--- config.mk ---
export PLATFORM = sky130hd
export DESIGN_NAME = riscv_core_muldiv_wb_queue
export DESIGN_NICKNAME = d
export VERILOG_FILES = /design/src/rtl/riscv_core_muldiv_wb_queue.sv
export SDC_FILE = /design/constraint.sdc
export NUM_CORES = 1
export LEC_CHECK = 0
export ABC_AREA = 1
export CORE_UTILIZATION = 45
export DETAILED_ROUTE_END_ITERATION = 10
export GPL_TIMING_DRIVEN = 0
export PLACE_DENSITY = 0.81
export SLEW_MARGIN = 20
export SYNTH_ARGS = -nofsm -noshare
export SYNTH_HDL_FRONTEND = slang
export SYNTH_SLANG_ARGS = --single-unit
export TNS_END_PERCENT = 100
--- constraint.sdc ---
create_clock -name clk -period 3.64 [get_ports clk]
set_input_delay 0.91 -clock clk [delete_from_list [all_inputs] [get_ports clk]]
set_output_delay 0.91 -clock clk [all_outputs]
set_load 0.1 [all_outputs]
--- src/rtl/riscv_core_muldiv_wb_queue.sv ---
// Writeback queue behind the mul/div unit: pairs 64-bit responses with
// in-order {rd, hi} tags and emits a registered 32-bit writeback word.
module riscv_core_muldiv_wb_queue #(
  parameter int DEPTH = 4,
  parameter int PTR_W = 2
) (
  input  logic             clk,
  input  logic             reset,
  input  logic             tag_val,
  output logic             tag_rdy,
  input  logic [4:0]       tag_rd,
  input  logic             tag_hi,
  input  logic [63:0]      muldivresp_msg_result,
  input  logic             muldivresp_val,
  output logic             muldivresp_rdy,
  output logic             wb_val,
  input  logic             wb_rdy,
  output logic [4:0]       wb_rd,
  output logic [31:0]      wb_data,
  output logic [PTR_W:0]   count,
  output logic             proto_err
);

  localparam logic [PTR_W:0] FULL = (PTR_W+1)'(DEPTH);

  logic [5:0]       tag_mem_q [DEPTH];
  logic [5:0]       tag_mem_d [DEPTH];
  logic [PTR_W-1:0] rd_ptr_q, rd_ptr_d;
  logic [PTR_W-1:0] wr_ptr_q, wr_ptr_d;
  logic [PTR_W:0]   count_q, count_d;
  logic             wb_val_q, wb_val_d;
  logic [4:0]       wb_rd_q, wb_rd_d;
  logic [31:0]      wb_data_q, wb_data_d;
  logic             proto_err_q, proto_err_d;

  logic       tag_push;
  logic       resp_go;
  logic       pop;
  logic [5:0] head;

  assign tag_rdy        = (count_q != FULL);
  assign muldivresp_rdy = !wb_val_q || wb_rdy;
  assign resp_go        = muldivresp_val && muldivresp_rdy;
  assign tag_push       = tag_val && tag_rdy;
  assign pop            = resp_go && (count_q != '0);
  assign head           = tag_mem_q[rd_ptr_q];

  always_comb begin
    tag_mem_d   = tag_mem_q;
    rd_ptr_d    = rd_ptr_q;
    wr_ptr_d    = wr_ptr_q;
    count_d     = count_q;
    wb_val_d    = wb_val_q;
    wb_rd_d     = wb_rd_q;
    wb_data_d   = wb_data_q;
    proto_err_d = proto_err_q;

    if (tag_push) begin
      tag_mem_d[wr_ptr_q] = {tag_rd, tag_hi};
      wr_ptr_d = wr_ptr_q + PTR_W'(1);
    end
    if (pop) begin
      rd_ptr_d = rd_ptr_q + PTR_W'(1);
    end
    count_d = count_q + (PTR_W+1)'(tag_push) - (PTR_W+1)'(pop);

    if (wb_val_q && wb_rdy) begin
      wb_val_d = 1'b0;
    end
    // Response with no tag is swallowed; flag it permanently.
    if (resp_go && !pop) begin
      proto_err_d = 1'b1;
    end
    if (pop) begin
      wb_val_d  = 1'b1;
      wb_rd_d   = head[5:1];
      wb_data_d = head[0] ? muldivresp_msg_result[63:32]
                          : muldivresp_msg_result[31:0];
    end
  end

  always_ff @(posedge clk) begin
    tag_mem_q <= tag_mem_d;
  end

  always_ff @(posedge clk) begin
    if (!reset) begin
      rd_ptr_q    <= '0;
      wr_ptr_q    <= '0;
      count_q     <= '0;
      wb_val_q    <= 1'b0;
      wb_rd_q     <= '0;
      wb_data_q   <= '0;
      proto_err_q <= 1'b0;
    end else begin
      rd_ptr_q    <= rd_ptr_d;
      wr_ptr_q    <= wr_ptr_d;
      count_q     <= count_d;
      wb_val_q    <= wb_val_d;
      wb_rd_q     <= wb_rd_d;
      wb_data_q   <= wb_data_d;
      proto_err_q <= proto_err_d;
    end
  end

  assign wb_val    = wb_val_q;
  assign wb_rd     = wb_rd_q;
  assign wb_data   = wb_data_q;
  assign count     = count_q;
  assign proto_err = proto_err_q;

endmodule

==> out/summary.log <==
qor: sta.setup_viol_count_final 0
qor: drt.drt_wl_total 8350 µm
qor: synthesis.yosys_warnings 0
qor: drt.dr_total_vias 3040
qor: drt.drt-wirelength-per-cell 12.8 µm
qor: synthesis.synth.area.mux_share 0%
qor: final_layout.num_antenna_cells 0
qor: placement.pre_cts_slack 0.103 ns
qor: floorplanning.row_count 30
qor: clocking.ctsResizeCount 0
qor: setup_path.worst_path_largest_cell_delay 1.14 ns
qor: setup_path.worstPathMaxFanout 3
qor: clocking.clock-root-buffer clkbuf_8
qor: sta.timing.setup.tns 0 ns
qor: final_layout.drive_gt1_share 7.17%
qor: worst_hold_path.min-delay-start proto_err
qor: sta.finalHoldViolCount 0
qor: setup_path.worstPathArrival 2.63 ns
qor: synthesis.postSynthAreaPerCell 7.70 µm²
qor: sta.max_clock_freq 283 MHz
qor: floorplanning.boundaryPins 119
qor: clocking.cts.path.max_buffers 2
qor: pwr.power-per-cell-area 913 nW/µm²
qor: placement.gp_congestion 0.791
qor: drt.drt_first_pass_iters 4
qor: setup_path.cp_cell_sequence clkdlybuf4s50_1 > inv_1 > nand2_1 > clkdlybuf4s50_1
qor: placement.inst_count_dp 638
qor: synthesis.number_of_synthesized_register_bits 70
qor: grt.grt_pass1_wl 12800 µm
qor: drt.drc 0
qor: setup_path.critical_path.n_buffers_inverters 3
qor: synthesis.xor_xnor_fraction_of_synth_area 0.536%
qor: final_layout.finalNetCount 635
qor: sta.period_minus_slack 3.54 ns
qor: synthesis.yosys.area_share.simple 23.5%
qor: pwr.max-vdd-ir-drop 0.000503 V
qor: synthesis.synth_top_cell_area_share 28.2%
qor: drt.antenna_left 0
qor: synthesis.synth_enable_flop_cells 24
qor: setup_path.timing.critical_path.mode_cell clkdlybuf4s50_1
qor: grt.antenna_found_initial 0
qor: synthesis.yosys-top-cells-count inv_1, nand2_1, nand3_1
qor: synthesis.yosys.area_share.adder 2.91%
qor: clocking.cts_tree done
qor: clocking.clock_sink_count 70
qor: outcome.status finished, final reports clean
qor: grt.first_global_vias 2824
qor: sta.fin_crit_sh 97.1%
qor: sta.slew-limit-headroom 31.7%
qor: synthesis.synth-async-reset-ratio 0%
qor: sta.timing_max_transition_violations_final 0
qor: clocking.post_cts.repair.setup_buffers 0
qor: synthesis.synth_sequential_area_ratio 50.2%
qor: floorplanning.die_area 7600 µm²
qor: setup_path.critical_path.slowest_cell clkdlybuf4s50_1
qor: clocking.cts_made_buffers 9
qor: setup_path.worst_setup_path_startpoint wb_rdy
qor: setup_path.worst_ep_required_time 2.73 ns
qor: final_layout.post_layout_nonfiller_instances 654
qor: synthesis.ys_top_cells_by_area dfxtp_1, edfxtp_1, nand3_1, inv_1, nand2_1
qor: synthesis.synth-main-ff-cell dfxtp_1
qor: placement.place_hpwl 6300 µm
qor: floorplanning.initial_utilization 47.3%
qor: grt.grt_util_all_layers 22.3%
qor: grt.overflow 0
qor: synthesis.synth_fp_nets 506
qor: setup_path.criticalPathCategory input pin to output pin
qor: floorplanning.die_x 87.2 µm
qor: setup_path.critical_path.startpoint_type input pin
qor: sta.final_critical_path_setup_slack 0.105 ns
qor: drt.drt_iter0_markers 119
qor: setup_path.critical_path.endpoint_type output pin
qor: clocking.h_tree_level_count 3
qor: synthesis.netlist.top_cell.by_area dfxtp_1
qor: placement.io_buffers 118
qor: drt.vias_per_cell 4.65
qor: synthesis.synth_top_family_by_area simple AND/OR/NAND/NOR gates
qor: pwr.cellLeakagePower 0.00210 µW
qor: worst_hold_path.hold_path_class flop to flop
qor: synthesis.synth.cell_area 3270 µm²
qor: setup_path.cpLargestDelayFamily buffers and inverters
qor: job.cap_viol_max_count 0
qor: final_layout.filler_cell_count 580
qor: setup_path.rr_startpoint count[1]
qor: grt.largest_net_degree_at_the_start_of_global_routing 13
qor: floorplanning.floorplan.core_area 6910 µm²
qor: sta.rsz0062_at_grt no
qor: clocking.clkSlewWorstSetupHoldPaths 0.08 ns
qor: sta.worst_slew_pin_slew 1.02 ns
qor: floorplanning.die_h 87.2 µm
qor: synthesis.yosysMostFrequentCell inv_1
qor: synthesis.netlist_instances 424
qor: final_layout.synthToLayoutAreaGrowth 47.2%
qor: synthesis.synth_cell_type_count 22
qor: clocking.hold_buffers 0
qor: clocking.worst_skew_pair.late_latency 0.34 ns
qor: sta.clock_skew 0.00659 ns
qor: synthesis.compound_gate_fraction_of_synth_area 9.50%
==> per-stage QoR <==
stage                     utilization, %  hold WS (ns)  instance area [µm²]  power [µW]
final                               69.6         0.492                 4810        4390
after global routing                69.6         0.538                 4810        4630
after CTS                           69.6         0.490                 4810        4410
after detailed placement            66.2         0.472                 4570        3700
after global placement              66.2         0.462                 4570        3650
after floorplan                        -         0.490                 3270        3080
==> final timing paths <==
path                    endpoint  slack [ns]  cells after the start
hold reg to reg        proto_err        0.49                      2
hold / removal         proto_err        0.49                      2
setup / recovery  muldivresp_rdy        0.10                      4
setup reg to reg        count[2]        1.31                     13
==> cells in the final DEF, fill, tap and decap left out, drive strengths merged <==
cell type,count
xnor2,1
dfxtp,46
clkdlybuf4s50,118
xor2,1
nand3b,1
edfxtp,24
o21ai,24
inv,81
clkinvlp,2
bufinv,1
ha,6
buf,18
nand2,76
fa,1
a21oi,38
clkbuf,18
nor2,33
clkinv,2
nand3,67
==> report_power, final <==
part	switching, µW	total [µW]	leakage, µW	internal, µW
sequential	102	1110	0.000599	1010
clock	297	713	0.000113	416
combinational	1880	2560	0.00139	678
total	2280	4390	0.00210	2110
==> state kept, by name, indices dropped and copies added, names as in the netlist <==
signal	cells
tag_mem_q	24
wb_data	32
proto_err	1
count	3
wb_val	1
wb_rd	5
wr_ptr_q	2
rd_ptr_q	2
==> layer usage <==
layer	routed length [µm]	up-vias	global-route usage, %	part of all wire, %
met5	0	-	0	0
met4	55	0	7.15	0.66
met3	602	5	6.07	7.2
met2	4130	95	40.7	50
met1	3550	1348	25.3	43
li1	-	1592	-	-
==> kinds of logic after synthesis <==
group           count (synthesis)
xor+xnor                        2
compound gates                 62
buf+inv                       106
simple gates                  177
fa+ha+maj                       7
flops                          70
==> layout make-up <==
cell class	count	area, µm²	share of cell area [%]
multi-input combinational	248	1190	24.8
buffer	24	128	2.65
timing repair buffer	118	1180	24.6
tap	96	120	2.50
inverter	82	308	6.40
sequential	70	1640	34.1
clock inverter	4	48.8	1.01
clock buffer	12	188	3.90
==> worst reg2reg max path, cell delays in order, from the launching register on <==
cell	delay [ns]
dfxtp_1	0.43
inv_1	0.10
nand3b_1	0.14
nand2_2	0.12
inv_2	0.08
buf_2	0.23
ha_1	0.27
inv_1	0.06
ha_1	0.13
inv_1	0.05
fa_1	0.36
inv_1	0.08
o21ai_0	0.08
a21oi_1	0.12
Power figures use the tool's default switching activity.
